`src/rtl/move_controller_pkg.sv`:
```
// Shared constants for the move controller: move indices, FSM encoding and LFSR helpers.
package move_controller_pkg;

    localparam int unsigned NUM_MOVES = 4;

    localparam int unsigned MV_ROTATE = 0;
    localparam int unsigned MV_LEFT   = 1;
    localparam int unsigned MV_RIGHT  = 2;
    localparam int unsigned MV_DOWN   = 3;

    localparam logic [15:0] LFSR_MASK         = 16'hB400;
    localparam logic [15:0] LFSR_DEFAULT_SEED = 16'hACE1;

    localparam logic [0:0] IDLE = 1'b0;
    localparam logic [0:0] COOL = 1'b1;

    typedef logic [NUM_MOVES-1:0] moveVec_t;

    // One step of the right-shifting Galois LFSR.
    function automatic logic [15:0] lfsrNext(input logic [15:0] cur);
        return (cur >> 1) ^ (cur[0] ? LFSR_MASK : 16'h0000);
    endfunction

endpackage

```
`src/rtl/move_controller_button_conditioner.sv`:
```
// Synchronizes, debounces and edge-detects one raw button; rise pulses once per accepted press.
module button_conditioner #(
    parameter int unsigned DEBOUNCE_CYCLES = 500000
) (
    input  logic clock,
    input  logic reset,
    input  logic rawButton,
    output logic rise
);

    localparam int unsigned CNT_W = (DEBOUNCE_CYCLES > 1) ? $clog2(DEBOUNCE_CYCLES) : 1;
    localparam logic [CNT_W-1:0] CNT_LAST = CNT_W'(DEBOUNCE_CYCLES - 1);

    logic             syncA;
    logic             syncB;
    logic             stable;
    logic [CNT_W-1:0] count;
    logic             flip;

    assign flip = (syncB != stable) && (count == CNT_LAST);

    always_ff @(posedge clock or posedge reset) begin
        if (reset) begin
            syncA  <= 1'b0;
            syncB  <= 1'b0;
            stable <= 1'b0;
            count  <= '0;
            rise   <= 1'b0;
        end else begin
            syncA <= rawButton;
            syncB <= syncA;
            rise  <= flip && !stable;
            if (syncB == stable) begin
                count <= '0;
            end else if (flip) begin
                count  <= '0;
                stable <= ~stable;
            end else begin
                count <= count + CNT_W'(1);
            end
        end
    end

endmodule

```
`src/rtl/move_controller.sv`:
```
// Turns debounced buttons and a gravity timer into spaced, one-hot move requests;
// also supplies a free-running pseudo-random piece selector.
module move_controller
    import move_controller_pkg::*;
#(
    parameter int unsigned DEBOUNCE_CYCLES = 500000,
    parameter int unsigned GRAVITY_CYCLES  = 50000000,
    parameter int unsigned GAP_CYCLES      = 2,
    parameter logic [15:0] LFSR_SEED       = LFSR_DEFAULT_SEED
) (
    input  logic       clock,
    input  logic       reset,
    input  logic       btnLeft,
    input  logic       btnRight,
    input  logic       btnDown,
    input  logic       btnRotate,
    input  logic [1:0] level,
    input  logic       pause,
    output logic       leftTrue,
    output logic       rightTrue,
    output logic       downTrue,
    output logic       rotateTrue,
    output logic [2:0] blockType
);

    localparam int unsigned GRAV_W = $clog2(GRAVITY_CYCLES + 1);
    localparam int unsigned GAP_W  = (GAP_CYCLES > 1) ? $clog2(GAP_CYCLES + 1) : 1;

    moveVec_t          rawButtons;
    moveVec_t          buttonRise;
    moveVec_t          pending;
    moveVec_t          requests;
    moveVec_t          grant;
    moveVec_t          moveOut;
    logic [GRAV_W-1:0] gravityCount;
    logic [31:0]       gravityPeriod;
    logic              gravityTick;
    logic [0:0]        state;
    logic [0:0]        stateNext;
    logic [GAP_W-1:0]  coolCount;
    logic [GAP_W-1:0]  coolNext;
    logic              armed;
    logic [15:0]       lfsr;

    assign rawButtons[MV_ROTATE] = btnRotate;
    assign rawButtons[MV_LEFT]   = btnLeft;
    assign rawButtons[MV_RIGHT]  = btnRight;
    assign rawButtons[MV_DOWN]   = btnDown;

    for (genvar i = 0; i < NUM_MOVES; i++) begin : gButton
        button_conditioner #(
            .DEBOUNCE_CYCLES(DEBOUNCE_CYCLES)
        ) uCond (
            .clock    (clock),
            .reset    (reset),
            .rawButton(rawButtons[i]),
            .rise     (buttonRise[i])
        );
    end

    // Fresh ticks and edges merge with sticky flags so a same-cycle tick and press issue once.
    assign gravityPeriod = GRAVITY_CYCLES >> level;
    assign gravityTick   = !pause && ((32'(gravityCount) + 32'd1) >= gravityPeriod);

    always_comb begin
        requests          = pending | buttonRise;
        requests[MV_DOWN] = requests[MV_DOWN] | gravityTick;
    end

    // Arbiter FSM: issue one request from IDLE, then hold off for the cooldown.
    always_comb begin
        stateNext = state;
        coolNext  = coolCount;
        grant     = '0;
        case (state)
            IDLE: begin
                if (armed && !pause && (requests != '0)) begin
                    if (requests[MV_ROTATE])     grant[MV_ROTATE] = 1'b1;
                    else if (requests[MV_LEFT])  grant[MV_LEFT]   = 1'b1;
                    else if (requests[MV_RIGHT]) grant[MV_RIGHT]  = 1'b1;
                    else                         grant[MV_DOWN]   = 1'b1;
                    coolNext  = GAP_W'(GAP_CYCLES);
                    stateNext = COOL;
                end
            end
            COOL: begin
                if (coolCount <= GAP_W'(1)) begin
                    coolNext  = '0;
                    stateNext = IDLE;
                end else begin
                    coolNext = coolCount - GAP_W'(1);
                end
            end
            default: stateNext = IDLE;
        endcase
    end

    always_ff @(posedge clock or posedge reset) begin
        if (reset) begin
            state     <= IDLE;
            coolCount <= '0;
            moveOut   <= '0;
            pending   <= '0;
            armed     <= 1'b0;
        end else begin
            state     <= stateNext;
            coolCount <= coolNext;
            moveOut   <= grant;
            pending   <= requests & ~grant;
            armed     <= 1'b1;
        end
    end

    always_ff @(posedge clock or posedge reset) begin
        if (reset) begin
            gravityCount <= '0;
        end else if (!pause) begin
            if (gravityTick || grant[MV_DOWN]) gravityCount <= '0;
            else                               gravityCount <= gravityCount + GRAV_W'(1);
        end
    end

    always_ff @(posedge clock or posedge reset) begin
        if (reset) lfsr <= LFSR_SEED;
        else       lfsr <= lfsrNext(lfsr);
    end

    assign rotateTrue = moveOut[MV_ROTATE];
    assign leftTrue   = moveOut[MV_LEFT];
    assign rightTrue  = moveOut[MV_RIGHT];
    assign downTrue   = moveOut[MV_DOWN];
    assign blockType  = lfsr[2:0];

endmodule

```
`config.mk`:
```
export PLATFORM = sky130hd
export DESIGN_NAME = move_controller
export DESIGN_NICKNAME = d
export VERILOG_FILES = /design/src/rtl/move_controller_pkg.sv /design/src/rtl/move_controller_button_conditioner.sv /design/src/rtl/move_controller.sv
export SDC_FILE = /design/constraint.sdc
export NUM_CORES = 1
export LEC_CHECK = 0
export CAP_MARGIN = 20
export CORE_MARGIN = 10
export CORE_UTILIZATION = 37
export CTS_CLUSTER_DIAMETER = 120
export DETAILED_ROUTE_END_ITERATION = 10
export GPL_TIMING_DRIVEN = 0
export SETUP_SLACK_MARGIN = 0.3
export SYNTH_ARGS = -nofsm -noshare
export SYNTH_HDL_FRONTEND = slang
export SYNTH_SLANG_ARGS = --single-unit
```
`constraint.sdc`:
```
create_clock -name clock -period 11.36 [get_ports clock]
set_input_delay 2.272 -clock clock [delete_from_list [all_inputs] [get_ports clock]]
set_output_delay 2.272 -clock clock [all_outputs]
set_load 0.02 [all_outputs]
```
==> results of run 1 <==
==> layer usage <==
layer	part of all wire [%]	wire, um	global-route usage, %
met1	51	7450	16.7
met5	0	0	0
met2	44	6490	17.9
met3	4.0	591	2.94
met4	1.4	211	4.67
==> power by group <==
part | switching [uW] | internal [uW]
combinational | 59.5 | 40.7
sequential | 24.3 | 542
clock | 221 | 338
==> metrics by stage <==
step           power (uW)  instance area [um2]  hold WS, ns  util (%)  worst slack (ns)
3_5_place_dp          677                 7800        0.335      40.1              5.89
3_3_place_gp          673                 7770        0.333      39.9              3.05
5_1_grt              1280                 8390        0.355      43.1              6.03
6_report             1230                 8390        0.349      43.1              6.32
2_1_floorplan         645                 7300        0.331         -              5.18
4_1_cts              1240                 8390        0.353      43.1              6.34
==> critical path: cells and delay by family <==
family                     cells  cell delay (ns)
adders and majority gates      1             0.30
and+or+nand+nor                2             0.51
buffers and inverters          4             1.17
AOI/OAI and AO/OA              6             1.12
==> state kept, by name, summed over array words and instances, names as in the netlist <==
register              count
lfsr                     16
gButton.uCond.syncB       4
gravityCount             26
pending                   4
gButton.uCond.stable      4
armed                     1
gButton.uCond.syncA       4
gButton.uCond.rise        4
gButton.uCond.count      76
coolCount                 2
state                     1
moveOut                   4
==> layout by cell type, fill, tap and decap left out, types with 20 or more instances in the layout <==
| master | count |
|---|---|
| nand2_1 | 72 |
| dfrtp_1 | 138 |
| xnor2_1 | 49 |
| inv_1 | 20 |
| nor3_1 | 24 |
| xor2_1 | 48 |
| clkbuf_1 | 20 |
| nand3_1 | 50 |
| nor2_1 | 115 |
| ha_1 | 23 |
==> cell families (layout without fill, tap and decap cells) <==
family          Yosys count  count (layout)  share of synthesized area (%)
compound gates           77              77                           7.75
xor+xnor                 97              97                           11.6
fa+ha+maj                23              23                           3.94
buf+inv                  51              98                           3.21
flops                   146             146                           50.2
other cells               1               1                         0.0514
simple gates            351             351                           23.2
==> final cells by class <==
class	count	area share (%)
repair buffers	15	2.00
clock inverters	10	1.49
plain buffers	29	1.80
clock buffers	22	5.53
multi-input cells	549	40.5
flip-flops and latches	146	43.7
inverters	22	1.04
well taps	265	3.95
==> worst min path at each step <==
stage          slack, ns                   start                     end  cells after the start
2_1_floorplan       0.33  gButton[0].uCond.syncA  gButton[0].uCond.syncB                      0
3_3_place_gp        0.33  gButton[0].uCond.syncA  gButton[0].uCond.syncB                      0
3_5_place_dp        0.33  gButton[2].uCond.syncA  gButton[2].uCond.syncB                      0
4_1_cts             0.35                lfsr[12]                lfsr[11]                      0
5_1_grt             0.36                 lfsr[6]                 lfsr[5]                      0
6_report            0.35  gButton[2].uCond.syncA  gButton[2].uCond.syncB                      0
==> results.py, run 1 <==
metrics = {
    "sta": {
        "setup_viol": 0,
        "setup_tns_ns": 0,
        "max_slew_margin_pct": 56.1,
        "finalHoldViolations": 0,
        "min_period_ns": 5.04,
        "rsz0062_at_grt": "false",
        "period_share_pct": 44.4,
        "tightestPinTransition_ns": 0.653,
        "fin_skew_ns": 0.00652,
        "fmax_mhz": 198,
        "final_max_slew_viol_count": 0,
    },
    "cells_and_area": {
        "drive_gt1_share_pct": 8.45,
        "antenna_cells": 0,
        "multiInputGateArea_um2": 3400,
        "seqCellArea_um2": 3660,
        "syn2layout_area_growth_pct": 15.0,
        "fillers": 1926,
        "nNetsFinal": 812,
        "finalNonFillerCells": 1058,
    },
    "critical_path": {
        "timing.rr.start": "gravityCount[13]",
        "slowest_delay_ns": 0.52,
        "end_kind": "flop",
        "cp_slowest_cell": "clkdlybuf4s50_1",
        "cp-endpoint": "gravityCount[4]",
        "cp_cell_sequence": "clkdlybuf4s50_1, inv_1, nand2_1, inv_1, ha_1, a21oi_1, o21ai_0, a21oi_1, o21a_1, and2_0, clkbuf_1, a31o_2, a22o_1",
        "cp.arrival_ns": 5.40,
        "rrSetupSlack_ns": 6.82,
        "reg2regPathDepth": 15,
        "crit_type": "primary input to flop",
        "critPathLaunchType": "primary input",
        "startpoint": "level[0]",
        "r2r-end": "gravityCount[4]",
        "worstPathRequired_ns": 11.72,
        "crit_fanout": 10,
    },
    "outcome": {
        "status": "finished, final reports clean",
    },
    "routing": {
        "dr.first_iter.drc_count": 319,
        "ant_nets": 0,
        "wl_per_cell_um": 13.9,
        "dr_total_vias": 5271,
        "viasPerCell": 4.98,
        "drc": 0,
        "dr.pass1.iters": 4,
        "drt-total-wl_um": 14700,
    },
    "logic_synthesis": {
        "synthTopCellsByCount": "dfrtp_1, nor2_1, nand2_1",
        "syn_area_um2": 7300,
        "yosys_warnings": 0,
        "synth_top_area_share_pct": 47.3,
        "synth_nets": 778,
        "synth_seq_cells": 146,
        "syn_avg_cell_area_um2": 9.78,
        "synthCells": 746,
        "yosys.area.top_type": "dfrtp_1",
        "yosys.cell_types.count": 67,
        "seq_area_frac_synth_pct": 50.2,
        "ys.flop_type": "dfrtp_1",
        "async_flop_share_pct": 100,
        "yosysMostFrequentCell": "dfrtp_1",
        "synth_area_leaders": "dfrtp_1, nor2_1, xnor2_1, xor2_1, ha_1",
        "synth_enable_flop_cells": 0,
    },
    "floorplan": {
        "core_um2": 19500,
        "ioPinCount": 16,
        "rows": 51,
        "start_util_pct": 37.5,
        "die_width_um": 160,
        "die-area_um2": 25700,
        "die_height_um": 160,
    },
    "global_routing": {
        "grt_pass1_wl_um": 26000,
        "overflow": 0,
        "grt_start_max_net_pins": 75,
        "grt_pass1_vias": 5183,
        "track_usage_pct": 12.1,
        "antenna_found_initial": 0,
    },
    "pwr": {
        "peakVddDrop_uv": 102,
        "power_leakage_uw": 0.00365,
        "cellPowerDensity_nw_per_um2": 146,
    },
    "clock_network": {
        "clkSlewWorstSetupHoldPaths_ns": 0.06,
        "clock-root-buffer": "clkbuf_16",
        "insertion_delay_ns": 0.42,
        "clockBufferDepth": 2,
        "h-tree-depth": 4,
        "cts_tree": "yes",
        "ctsHoldBuffers": 0,
        "cts_resized": 0,
        "clock-sinks": 146,
        "post_cts_buffers": 0,
        "cts_inserted_buffers": 17,
    },
    "placement": {
        "dp_hpwl_um": 10100,
        "place_inst": 1026,
        "gp_congestion": 0.871,
        "place.port_buffers": 14,
    },
    "run": {
        "maxCapViolCount": 0,
    },
    "min_path": {
        "min_path_type": "flop to flop",
    },
}
Note: power is estimated with default switching activity, not from simulation.
==> run 2, diff against run 1 <==
clock period = 4.59 ns   (was 11.36 ns; I/O delays follow)
==> run 2 against run 1 <==
Against the previous run:
- worst hold slack hardly changed
- non-clock buffer count is 5 higher
- core utilization is 0.67 points higher
- final cell count is 0.47% higher
- power grew to 2.6 times the previous value
- critical path depth is 2 higher
- sequential power is 150% higher
- clock power grew to 2.6 times the previous value
- first-iteration DRC count is 0.63% higher
- critical endpoint is now gravityCount[19]
- largest power group is now clock
==> results.py, run 2 (synthesis results as in run 1) <==
metrics = {
    "run": {
        "maxCapViolCount": 0,
    },
    "placement": {
        "gp_congestion": 0.859,
        "pre_cts_ws_ns": 0.148,
        "dp_hpwl_um": 10500,
        "place.port_buffers": 14,
    },
    "cells_and_area": {
        "largestRegisters": "gButton.uCond.count x76, gravityCount x26, lfsr x16",
        "fillers": 1828,
        "largest_register_ffs": 76,
        "nNetsFinal": 817,
        "final_cell_mix": "dfrtp_1, nor2_1, nand2_1",
        "antenna_cells": 0,
        "multiInputGateArea_um2": 3420,
        "syn2layout_area_growth_pct": 16.8,
        "drive_gt1_share_pct": 9.77,
        "seqCellArea_um2": 3660,
        "largest_register": "gButton.uCond.count",
        "layout_commonest_cell": "dfrtp_1",
    },
    "sta": {
        "fin_ws_ns": 0.497,
        "finalHoldViolations": 0,
        "tightestPinTransition_ns": 0.598,
        "fmax_mhz": 244,
        "period_share_pct": 89.2,
        "setup_tns_ns": 0,
        "max_slew_margin_pct": 60.2,
        "fin_skew_ns": 0.0141,
        "rsz0062_at_grt": "true",
        "min_period_ns": 4.09,
        "final_max_slew_viol_count": 0,
        "setup_viol": 0,
    },
    "clock_network": {
        "clock-root-buffer": "clkbuf_16",
        "insertion_delay_ns": 0.42,
        "h-tree-depth": 4,
        "cts_tree": "yes",
        "clock-sinks": 146,
        "clkSlewWorstSetupHoldPaths_ns": 0.06,
        "cts_inserted_buffers": 17,
        "clockBufferDepth": 2,
        "ctsHoldBuffers": 0,
    },
    "pwr": {
        "peakVddDrop_uv": 305,
        "cellPowerDensity_nw_per_um2": 367,
        "power_leakage_uw": 0.00370,
        "power.total_uw": 3130,
    },
    "critical_path": {
        "startpoint": "gravityCount[13]",
        "timing.rr.start": "gravityCount[13]",
        "crit_type": "flop to flop",
        "rrSetupSlack_ns": 0.50,
        "critPathLaunchType": "flop",
        "crit_fanout": 10,
        "r2r-end": "gravityCount[19]",
        "cp.arrival_ns": 4.45,
        "cp-endpoint": "gravityCount[19]",
        "end_kind": "flop",
        "worstPathRequired_ns": 4.94,
        "reg2regPathDepth": 15,
    },
    "floorplan": {
        "die_width_um": 160,
        "die_height_um": 160,
        "rows": 51,
        "ioPinCount": 16,
        "die-area_um2": 25700,
        "start_util_pct": 37.5,
        "core_um2": 19500,
    },
    "global_routing": {
        "overflow": 0,
        "grt_start_max_net_pins": 42,
        "grt_pass1_vias": 5199,
        "grt_pass1_wl_um": 25600,
        "antenna_found_initial": 0,
        "track_usage_pct": 12.0,
    },
    "routing": {
        "dr_total_vias": 5325,
        "ant_nets": 0,
        "dr.first_iter.drc_count": 321,
        "dr.pass1.iters": 4,
        "wl_per_cell_um": 14.2,
        "viasPerCell": 5.01,
        "drc": 0,
        "drt-total-wl_um": 15100,
    },
    "min_path": {
        "min_path_type": "flop to flop",
    },
    "outcome": {
        "status": "finished, final reports clean",
    },
}
==> run 2: cell types whose count changed in the layout (fill, tap and decap cells not counted), moves of 2 or more <==
| cell | previous run | this run |
|---|---|---|
| buf_4 | 3 | 5 |
| buf_12 | 0 | 4 |
| bufinv_16 | 2 | 4 |
| clkinv_4 | 1 | 4 |
| inv_6 | 3 | 0 |
| clkbuf_1 | 20 | 18 |
==> run 2: area by class of cell <==
type                            instances  area share, %
Buffer                                 29           1.79
Clock buffer                           20           5.24
Clock inverter                         12           2.14
Inverter                               22           1.01
Multi-Input combinational cell        549           40.2
Sequential cell                       146           43.0
Tap cell                              265           3.89
Timing Repair Buffer                   20           2.76
==> run 2: worst min-delay path by stage <==
stage	start	endpoint	depth (start not counted)
after floorplan	gButton[0].uCond.syncA	gButton[0].uCond.syncB	0
after global placement	gButton[0].uCond.syncA	gButton[0].uCond.syncB	0
after detailed placement	lfsr[3]	lfsr[2]	0
after CTS	lfsr[12]	lfsr[11]	0
after global routing	gButton[2].uCond.syncA	gButton[2].uCond.syncB	0
final	gButton[1].uCond.syncA	gButton[1].uCond.syncB	0
==> run 2: power by group <==
group	total, uW	internal, uW	leakage, uW	switching [uW]
registers	1400	1340	0.00196	60.1
logic	257	106	0.00144	151
clock network	1470	926	0.000296	546
total	3130	2370	0.00370	757
==> run 2: layer usage <==
layer / global-route usage (%) / wire length (um) / vias up
met5: 0 / 0 / -
met4: 4.47 / 198 / 0
met3: 2.61 / 460 / 18
met2: 19.0 / 6960 / 75
met1: 15.7 / 7460 / 2580
li1: - / - / 2652
==> run 2: metrics by stage <==
step / cells / area, um2 / hold WS, ns / util, %
4_1_cts: 1061 / 8490 / 0.349 / 43.6
3_5_place_dp: 1029 / 7850 / 0.335 / 40.4
2_1_floorplan: 746 / 7300 / 0.331 / -
5_1_grt: 1063 / 8520 / 0.361 / 43.8
3_3_place_gp: 1025 / 7770 / 0.333 / 39.9
6_report: 1063 / 8520 / 0.349 / 43.8
==> run 2: critical path, stage by stage (launching register included) <==
cell and delay [ns]:
dfrtp_1 0.46, and3_1 0.32, and4_1 0.29, nand2_1 0.08, nor4_2 0.39, nand3_1 0.15
xnor2_1 0.30, ha_1 0.29, nand2_1 0.10, o21ai_0 0.09, a21oi_1 0.18, o21a_1 0.39
nand2_1 0.26, nor2_1 0.22, buf_2 0.31, a31o_2 0.19
==> run 2: what timing repair did <==
item,CTS,global route
gates resized for setup,1,6
buffers inserted,0,2
pin swaps,0,1
setup endpoints to repair,9,33
